--- config.mk ---
export PLATFORM = sky130hd
export DESIGN_NAME = ps2_key_rx
export DESIGN_NICKNAME = d
export VERILOG_FILES = /design/src/rtl/ps2_key_rx.sv
export SDC_FILE = /design/constraint.sdc
export NUM_CORES = 1
export LEC_CHECK = 0
export CAP_MARGIN = 25
export CORE_MARGIN = 2
export CORE_UTILIZATION = 65
export CTS_BUF_LIST = sky130_fd_sc_hd__clkbuf_8
export DETAILED_ROUTE_END_ITERATION = 8
export GPL_TIMING_DRIVEN = 0
export PLACE_DENSITY = 0.94
export SLEW_MARGIN = 20
export SYNTH_ARGS = -nofsm -noshare
export SYNTH_HDL_FRONTEND = slang
export SYNTH_SLANG_ARGS = --single-unit
--- constraint.sdc ---
create_clock -name clk -period 3.56 [get_ports clk]
set_clock_uncertainty 0.2 [all_clocks]
set_input_delay 0.356 -clock clk [delete_from_list [all_inputs] [get_ports clk]]
set_output_delay 0.356 -clock clk [all_outputs]
set_load 0.03 [all_outputs]
--- src/rtl/ps2_key_rx.sv ---
// PS/2 keyboard receiver: synchronises the PS/2 lines, deframes 11-bit frames and queues bytes for the CPU.
// Optional build macro PS2_PARITY_CHECK_EN enables odd-parity checking (status[2]); otherwise parity is ignored.
module ps2_key_rx #(
    parameter int FIFO_DEPTH     = 4,
    parameter int TIMEOUT_CYCLES = 5000
) (
    input  logic       clk,
    input  logic       rst_n,
    input  logic       ps2_clk,
    input  logic       ps2_data,
    input  logic       rd_en,
    input  logic       clr,
    output logic [7:0] rd_data,
    output logic [7:0] status,
    output logic       key_int
);

    localparam int PW = (FIFO_DEPTH > 1) ? $clog2(FIFO_DEPTH) : 1;
    localparam int CW = PW + 1;
    localparam int TW = $clog2(TIMEOUT_CYCLES + 1);
    localparam logic [CW-1:0] FULL_CNT = CW'(FIFO_DEPTH);
    localparam logic [TW-1:0] TO_LAST  = TW'(TIMEOUT_CYCLES - 1);

    typedef enum logic [1:0] {
        S_IDLE,
        S_DATA,
        S_PARITY,
        S_STOP
    } state_t;

    // Index 0 carries ps2_clk, index 1 carries ps2_data; both idle high.
    logic [1:0]    r_meta;
    logic [1:0]    r_sync;
    logic          r_clk_prev;

    state_t        r_state;
    state_t        w_state_next;
    logic [2:0]    r_bit_cnt;
    logic [7:0]    r_shift;
    logic          r_par_ok;
    logic [TW-1:0] r_timeout;

    logic [7:0]    r_mem [FIFO_DEPTH];
    logic [PW-1:0] r_wr_ptr;
    logic [PW-1:0] r_rd_ptr;
    logic [CW-1:0] r_count;
    logic          r_par_err;
    logic          r_frm_err;
    logic          r_ovf;
    logic          r_key_int;

    logic          w_fall;
    logic          w_bit;
    logic          w_par_good;
    logic          w_shift_en;
    logic          w_par_load;
    logic          w_push_req;
    logic          w_frm_set;
    logic          w_par_set;
    logic          w_pop;
    logic          w_full;
    logic          w_push;
    logic          w_drop;
    logic [4:0]    w_cnt_ext;
    logic [2:0]    w_cnt_sat;

    always_ff @(posedge clk or negedge rst_n) begin
        if (!rst_n) begin
            r_meta     <= 2'b11;
            r_sync     <= 2'b11;
            r_clk_prev <= 1'b1;
        end else begin
            r_meta     <= {ps2_data, ps2_clk};
            r_sync     <= r_meta;
            r_clk_prev <= r_sync[0];
        end
    end

    assign w_fall = r_clk_prev & ~r_sync[0];
    assign w_bit  = r_sync[1];

`ifdef PS2_PARITY_CHECK_EN
    assign w_par_good = ^{r_shift, w_bit};
`else
    assign w_par_good = 1'b1;
`endif

    always_ff @(posedge clk or negedge rst_n) begin
        if (!rst_n) begin
            r_state <= S_IDLE;
        end else begin
            r_state <= w_state_next;
        end
    end

    // A stalled frame (keyboard unplugged mid-byte) is dropped silently so the next start bit is seen.
    always_comb begin
        w_state_next = r_state;
        w_shift_en   = 1'b0;
        w_par_load   = 1'b0;
        w_push_req   = 1'b0;
        w_frm_set    = 1'b0;
        w_par_set    = 1'b0;
        if (r_state != S_IDLE && !w_fall && r_timeout == TO_LAST) begin
            w_state_next = S_IDLE;
        end else if (w_fall) begin
            case (r_state)
                S_IDLE: begin
                    if (!w_bit) begin
                        w_state_next = S_DATA;
                    end
                end
                S_DATA: begin
                    w_shift_en = 1'b1;
                    if (r_bit_cnt == 3'd7) begin
                        w_state_next = S_PARITY;
                    end
                end
                S_PARITY: begin
                    w_par_load   = 1'b1;
                    w_state_next = S_STOP;
                end
                S_STOP: begin
                    w_state_next = S_IDLE;
                    if (!w_bit) begin
                        w_frm_set = 1'b1;
                    end else if (!r_par_ok) begin
                        w_par_set = 1'b1;
                    end else begin
                        w_push_req = 1'b1;
                    end
                end
                default: begin
                    w_state_next = S_IDLE;
                end
            endcase
        end
    end

    always_ff @(posedge clk or negedge rst_n) begin
        if (!rst_n) begin
            r_bit_cnt <= 3'd0;
            r_shift   <= 8'h00;
            r_par_ok  <= 1'b0;
            r_timeout <= '0;
        end else begin
            if (r_state == S_IDLE && w_state_next == S_DATA) begin
                r_bit_cnt <= 3'd0;
            end else if (w_shift_en) begin
                r_bit_cnt <= r_bit_cnt + 3'd1;
            end
            if (w_shift_en) begin
                r_shift <= {w_bit, r_shift[7:1]};
            end
            if (w_par_load) begin
                r_par_ok <= w_par_good;
            end
            if (w_fall || w_state_next == S_IDLE) begin
                r_timeout <= '0;
            end else begin
                r_timeout <= r_timeout + TW'(1);
            end
        end
    end

    // When full, a push is still accepted if the head is popped in the same cycle.
    assign w_pop  = rd_en && (r_count != '0);
    assign w_full = (r_count == FULL_CNT);
    assign w_push = w_push_req && (!w_full || w_pop);
    assign w_drop = w_push_req && w_full && !w_pop;

    always_ff @(posedge clk) begin
        if (w_push) begin
            r_mem[r_wr_ptr] <= r_shift;
        end
    end

    always_ff @(posedge clk or negedge rst_n) begin
        if (!rst_n) begin
            r_wr_ptr  <= '0;
            r_rd_ptr  <= '0;
            r_count   <= '0;
            r_key_int <= 1'b0;
        end else begin
            if (w_push) begin
                r_wr_ptr <= r_wr_ptr + PW'(1);
            end
            if (w_pop) begin
                r_rd_ptr <= r_rd_ptr + PW'(1);
            end
            case ({w_push, w_pop})
                2'b10:   r_count <= r_count + CW'(1);
                2'b01:   r_count <= r_count - CW'(1);
                default: r_count <= r_count;
            endcase
            r_key_int <= w_push;
        end
    end

    // Sticky flags: a new event wins over a clear arriving in the same cycle.
    always_ff @(posedge clk or negedge rst_n) begin
        if (!rst_n) begin
            r_par_err <= 1'b0;
            r_frm_err <= 1'b0;
            r_ovf     <= 1'b0;
        end else begin
            if (w_par_set) begin
                r_par_err <= 1'b1;
            end else if (clr) begin
                r_par_err <= 1'b0;
            end
            if (w_frm_set) begin
                r_frm_err <= 1'b1;
            end else if (clr) begin
                r_frm_err <= 1'b0;
            end
            if (w_drop) begin
                r_ovf <= 1'b1;
            end else if (clr) begin
                r_ovf <= 1'b0;
            end
        end
    end

    assign w_cnt_ext = 5'(r_count);
    assign w_cnt_sat = (w_cnt_ext > 5'd7) ? 3'd7 : w_cnt_ext[2:0];

    assign rd_data = (r_count != '0) ? r_mem[r_rd_ptr] : 8'h00;
    assign status  = {w_cnt_sat, r_ovf, r_frm_err, r_par_err, w_full, (r_count != '0)};
    assign key_int = r_key_int;

endmodule
=== Word level (Yosys, flattened, before mapping) ===
Memory sizes are Yosys's and may differ from the RTL's.
Index checks and enable logic that the tools add are counted.
Widths: inputs -> output; s select.

* Bits in registers: 43
* Output and inout bits: 17
* Word-level logic and storage cells: 92
* Memories kept: 1
* Bits in writable memories: 32
* Bits of input ports: 6

* Eq/ne operators: 9
* Add/subtract/negate cells: 6
* Bitwise operators: 2
* Mux-type cells: 37
* Order comparisons: 1
* Reduce and logical (&&, ||, !) cells: 21

{| class="wikitable"
|+ Memory list
! memory !! words !! bits a word !! rd ports !! clocked after Yosys merged registers in !! wr ports !! line !! text
|-
| r_mem || 4 || 8 || 1 || 0 || 1 || 43 || <nowiki>logic [7:0] r_mem [FIFO_DEPTH];</nowiki>
|}

{| class="wikitable"
|+ Operators with widths
! kind !! count
|-
| $mux 1 || 26
|-
| $add 13x1->13 const B || 1
|-
| $eq 13x13->1 const B || 1
|-
| $mux 13 || 1
|-
| $reduce_bool 2->1 || 6
|-
| $mux 3 || 3
|-
| $mux 2 || 4
|-
| $mux 8 || 1
|-
| $pmux 2 s4 || 1
|-
| $logic_and 1x1->1 || 7
|-
| $add 3x1->3 const B || 2
|-
| $eq 2x1->1 const B || 3
|-
| $eq 2x2->1 const B || 3
|-
| $eq 3x3->1 const B || 2
|-
| $pmux 3 s2 || 1
|-
| $add 2x1->2 const B || 2
|-
| $logic_not 2->1 || 2
|-
| $gt 3x3->1 const B || 1
|-
| $logic_not 1->1 || 3
|-
| $reduce_bool 3->1 || 1
|-
| $sub 3x1->3 const B || 1
|-
| $logic_or 1x1->1 || 2
|-
| $and 1x1->1 || 1
|-
| $not 1->1 || 1
|}

=== Depth between registers and ports, before layout ===
* Depth in word-level cells: 9
* Gate-level depth with buffers: 11
* Gate-level depth less buffers: 10

=== Worst setup path after synthesis ===
No wires, ideal clock.

* Path kind: register to register
* From: register r_count[0]
* To: register r_count[2]
* Stages on the path, launching flop included: 10
* Setup time: 0.079 ns
* Arrival: 2.115 ns
* Path slack: 1.166 ns
* Buffers on the path: 1
* Required time: 3.281 ns
* Clock period less this slack: 2.394 ns
* Cells stage by stage: dfrtp_1 or3_1 clkbuf_1 and2_1 ha_1 inv_1 fa_1 xor2_1 nor2_1 xor2_1

* Word-level cells in the longest chain between the ends: 6
* Elaborated cells between the ends (all ways): 12
* Classes of those cells: 2 x add/sub; 3 x eq/ne; 1 x mux; 6 x reduce/logical

{| class="wikitable"
|+ Ends and longest elaborated chain
! element !! line !! text
|-
| from (decl) || 46 || <nowiki>logic [CW-1:0] r_count;</nowiki>
|-
| from (signal assigned) || 192 || <nowiki>2'b10: r_count <= r_count + CW'(1);</nowiki>
|-
| from (signal assigned) || 193 || <nowiki>2'b01: r_count <= r_count - CW'(1);</nowiki>
|-
| from (signal assigned) || 194 || <nowiki>default: r_count <= r_count;</nowiki>
|-
| $reduce_bool 3->1 * || - ||
|-
| net status[0] || 14 || <nowiki>output logic [7:0] status,</nowiki>
|-
| $logic_and 1x1->1 * || 167 || <nowiki>assign w_pop = rd_en && (r_count != '0);</nowiki>
|-
| net w_pop || 60 || <nowiki>logic w_pop;</nowiki>
|-
| $logic_or 1x1->1 || 169 || <nowiki>assign w_push = w_push_req && (!w_full || w_pop);</nowiki>
|-
| $logic_and 1x1->1 || 169 ||
|-
| $eq 2x1->1 or $eq 2x2->1 (tied branches) || 191 || <nowiki>case ({w_push, w_pop})</nowiki>
|-
| $pmux 3 s2 or $reduce_bool 2->1 (tied branches) || - ||
|}

The timed path passes the listed nets; every way through them passes the cells marked *.
A chain may end at the register's enable or synchronous reset.

=== Worst setup path after layout ===
* From: register r_rd_ptr[0]
* To: output rd_data[6]

* Word-level cells in the longest chain between the ends: 2

{| class="wikitable"
|+ Ends and longest elaborated chain
! element !! line !! text
|-
| from (decl) || 45 || <nowiki>logic [PW-1:0] r_rd_ptr;</nowiki>
|-
| from (signal assigned) || 189 || <nowiki>r_rd_ptr <= r_rd_ptr + PW'(1);</nowiki>
|-
| $mem_v2 4x8 || - ||
|-
| $mux 8 || 228 || <nowiki>assign rd_data = (r_count != '0) ? r_mem[r_rd_ptr] : 8'h00;</nowiki>
|-
| to (decl) || 13 || <nowiki>output logic [7:0] rd_data,</nowiki>
|}

Every way passes these cells.

==> tab_implementation.tex <==
\begin{tabular}{lr}
\hline
Metric & Value \\
\hline
\multicolumn{2}{l}{\textbf{Detailed routing}} \\
First DRT Iteration DRCs & 113 \\
Drt pass-1 iters & 4 \\
Post-detailed-route wirelength per cell & 17.0 um \\
Overall routed net length & 5400 um \\
Count of antenna-violating nets left after detailed routing & 0 \\
Vias after detailed routing & 1,807 \\
Number of design rule violations left after detail routing & 0 \\
Vias per cell & 5.70 \\
\multicolumn{2}{l}{\textbf{Place}} \\
Estimated wirelength of the detail-placed design & 3780 um \\
Post-placement cell area & 3460 um\^{}2 \\
Count of input and output buffers & 22 \\
Placed Cells & 300 \\
Global placement routability congestion & 0.817 \\
\multicolumn{2}{l}{\textbf{Synth}} \\
Compound-gate portion of the synthesized area & 0.0234 \\
Syn avg cell area & 14.2 um\^{}2 \\
Cell types with the highest counts after synthesis & sky130\_fd\_sc\_hd\_\_dfrtp\_1 (38), sky130\_fd\_sc\_hd\_\_edfxtp\_1 (32), sky130\_fd\_sc\_hd\_\_nor2\_1 (19) \\
Multiplexer share of the synthesized area & 0.0990 \\
Post-Synth Simple-Gate Area & 0.109 \\
Most frequently used flop master after synthesis & sky130\_fd\_sc\_hd\_\_dfrtp\_1 \\
Most instantiated library cell after synthesis & sky130\_fd\_sc\_hd\_\_dfrtp\_1 \\
Post-synth top area share & 0.304 \\
Share of the synthesized netlist area taken by xor and xnor gates & 0.0471 \\
Leading cell types by total area after synthesis & sky130\_fd\_sc\_hd\_\_edfxtp\_1 (30\%), sky130\_fd\_sc\_hd\_\_dfrtp\_1 (30\%), sky130\_fd\_sc\_hd\_\_mux4\_2 (5.7\%) \\
Count of warnings emitted by yosys & 0 \\
Sequential area share after synthesis & 0.647 \\
Mapped Area & 3160 um\^{}2 \\
Synthesized netlist net count & 238 \\
Post-synthesis adder-cell area fraction & 0.0380 \\
Post-synth top area cell & sky130\_fd\_sc\_hd\_\_edfxtp\_1 \\
Main combinational cell family by area after synthesis & simple AND/OR/NAND/NOR gates \\
Flip-flop and latch count after synthesis & 75 \\
Post-synth EDFFs & 32 \\
Post-synthesis async set-or-reset flop share & 0.573 \\
Number of instances in the synthesized netlist & 223 \\
Number of distinct library cells after synthesis & 35 \\
\multicolumn{2}{l}{\textbf{Power and ir drop}} \\
Sum of internal, switching and leakage power & 2.53 mW \\
Maximum resistive drop on vdd & 0.501 mV \\
Power per Cell Area & 690 nW/um\^{}2 \\
Total leakage power & 1.47 nW \\
\multicolumn{2}{l}{\textbf{Timing}} \\
Setup Viol. Count Final & 0 \\
Max-slew violation count & 0 \\
Total Negative Setup Slacks & 0 ns \\
Post-route clock period utilization & 0.811 \\
Minimum clock period & 2.89 ns \\
Final hold slack & 0.157 ns \\
RSZ-0062 raised after global routing & false \\
Fmax & 347 MHz \\
Transition time at the pin with the least slew margin & 0.510 ns \\
Final count of hold timing violations & 0 \\
Relative max-transition margin & 0.660 \\
\multicolumn{2}{l}{\textbf{Clock tree}} \\
Clock-pin slew on the worst setup and hold paths & 0.08 ns \\
Clock Sink Count & 75 \\
Clock network latency to the later pin of the worst-skew pair & 0.34 ns \\
CTS root buf & sky130\_fd\_sc\_hd\_\_clkbuf\_8 \\
H-tree level count & 3 \\
Post-CTS setup buffer count & 0 \\
Clock buffers created by TritonCTS & 9 \\
CTS tree & done \\
CTS Hold Bufs & 1 \\
Clk buf depth & 2 \\
Count of cells resized by post-cts repair & 0 \\
\multicolumn{2}{l}{\textbf{Global routing}} \\
GRT Residual Overflow & 0 \\
GR Util All Layers & 0.240 \\
Number of global-route vias before repair & 1,882 \\
First-pass GRT wire length & 9060 um \\
Maximum number of pins on one net before global-route repair & 28 \\
Number of antenna violations at the first check in global routing & 0 \\
\multicolumn{2}{l}{\textbf{Worst setup path}} \\
Worst setup EP type & output pin \\
Series of cell instances along the critical path & buf\_2 > mux4\_2 > and2\_1 > clkdlybuf4s50\_1 \\
Max incr delay on CP & 0.60 ns \\
Highest-delay cell along the critical path & sky130\_fd\_sc\_hd\_\_clkdlybuf4s50\_1 \\
Data required time at the worst endpoint & 3.00 ns \\
Critical Path Source Type & flop \\
Worst Path Class, Setup & flop to output pin \\
Crit path DAT & 2.33 ns \\
Worst Path Max Fanout & 10 \\
\multicolumn{2}{l}{\textbf{Layout}} \\
Layout Cell Area excl Fill & 3670 um\^{}2 \\
Antenna cell count & 0 \\
Fin nets & 273 \\
Finished Layout Cells & 317 \\
Count of filler cells inserted in the layout & 282 \\
Area overhead of the layout relative to synthesis & 16.0\% \\
Proportion of layout cells with a drive suffix above 1 & 0.183 \\
\multicolumn{2}{l}{\textbf{Run status}} \\
Run status & finished, final reports clean \\
\multicolumn{2}{l}{\textbf{Flow run}} \\
Number of maximum-capacitance constraint violations & 0 \\
\multicolumn{2}{l}{\textbf{Die}} \\
Effective utilization at floorplan & 0.673 \\
Core outline area & 4690 um\^{}2 \\
Chip width & 73.7 um \\
Die span in y & 73.7 um \\
Area enclosed by the die boundary & 5430 um\^{}2 \\
Number of primary I/O pins & 23 \\
\# rows & 25 \\
\multicolumn{2}{l}{\textbf{Hold path}} \\
Class of the tightest hold or removal check & flop to flop \\
\hline
\end{tabular}
## sequential cells by signal, indices dropped and copies added, names as in the netlist
register    flops
r_mem          32
r_timeout      13
r_sync          2
r_par_ok        1
r_clk_prev      1
r_ovf           1
r_state         2
r_wr_ptr        2
r_frm_err       1
r_rd_ptr        2
r_shift         8
key_int         1
r_meta          2
r_par_err       1
r_bit_cnt       3
r_count         3
## per-layer routing
metal / vias to the layer above / global-route usage / wire, um
met1: 915 / 0.276 / 2170
met2: 37 / 0.414 / 2930
met5: - / 0 / 0
met4: 0 / 0.119 / 104
met3: 9 / 0.0645 / 204
li1: 846 / - / -
## path summary, 6_finish.rpt
kind | from | end | slack (ns) | cells past startpoint
worst max register to register | r_count[0]$_DFFE_PN0P_ | r_count[2]$_DFFE_PN0P_ | 0.90 | 11
worst min-delay path | r_meta[1]$_DFF_PN1_ | r_sync[1]$_DFF_PN1_ | 0.16 | 0
max in group asynchronous | rst_n | r_shift[5]$_DFFE_PN0P_ | 2.43 | 3
worst min register to register | r_meta[1]$_DFF_PN1_ | r_sync[1]$_DFF_PN1_ | 0.16 | 0
worst max-delay path | r_rd_ptr[0]$_DFFE_PN0P_ | rd_data[6] | 0.67 | 4
min in group asynchronous | rst_n | r_timeout[10]$_DFF_PN0_ | 0.26 | 2
## final cells by class
type	instances	area, um^2	share of cell area
plain buffers	13	68.8	0.0188
clock buffers	10	138	0.0375
clock inverters	6	56.3	0.0154
inverters	13	48.8	0.0133
multi-input cells	122	998	0.272
flip-flops and latches	75	2040	0.557
well taps	54	67.6	0.0184
repair buffers	24	245	0.0669
## cell usage in the layout, fill, tap and decap left out, types with 3 or more instances in the layout
cell type                         netlist  routed
sky130_fd_sc_hd__ha_1                   8       8
sky130_fd_sc_hd__clkbuf_8               0      10
sky130_fd_sc_hd__a22o_1                 3       3
sky130_fd_sc_hd__dfstp_2                5       5
sky130_fd_sc_hd__buf_4                  5       5
sky130_fd_sc_hd__clkdlybuf4s50_1        0      21
sky130_fd_sc_hd__xor2_1                 4       4
sky130_fd_sc_hd__xnor2_1               13      13
sky130_fd_sc_hd__o21ai_0                3       3
sky130_fd_sc_hd__nor3_1                 6       6
sky130_fd_sc_hd__inv_1                 13      14
sky130_fd_sc_hd__edfxtp_1              32      32
sky130_fd_sc_hd__nand3_1                5       5
sky130_fd_sc_hd__nor2_1                19      19
sky130_fd_sc_hd__mux4_2                 8       8
sky130_fd_sc_hd__nand2_1                7       7
sky130_fd_sc_hd__dfrtp_1               38      38
sky130_fd_sc_hd__and2_1                14      14
sky130_fd_sc_hd__clkbuf_1               7       7
sky130_fd_sc_hd__mux2_2                10      10
## power by group
group / leakage, nW / internal [mW] / total, mW / switching [mW]
logic: 0.514 / 0.369 / 0.768 / 0.399
registers: 0.849 / 1.03 / 1.13 / 0.0963
clock network: 0.105 / 0.337 / 0.632 / 0.296
total: 1.47 / 1.74 / 2.53 / 0.791
## per-stage QoR
step                utilization  setup slack (ns)
global route              0.781             0.566
detailed placement        0.738             0.852
floorplan                     -              1.17
finish                    0.781             0.674
global placement          0.735             0.937
CTS                       0.781             0.639
## cell families after synthesis
group / after synthesis
flops: 75
simple gates: 65
buf+inv: 26
mux: 20
xor+xnor: 17
compound gates: 11
fa+ha+maj: 9
## worst max-delay path: cells and delay by family, from the launching register on
family,cells,cell delay (ns)
DFF,1,0.33
muxes,1,0.56
and+or+nand+nor,1,0.18
buffers and inverters,2,0.90
Power figures use the tool's default switching activity.
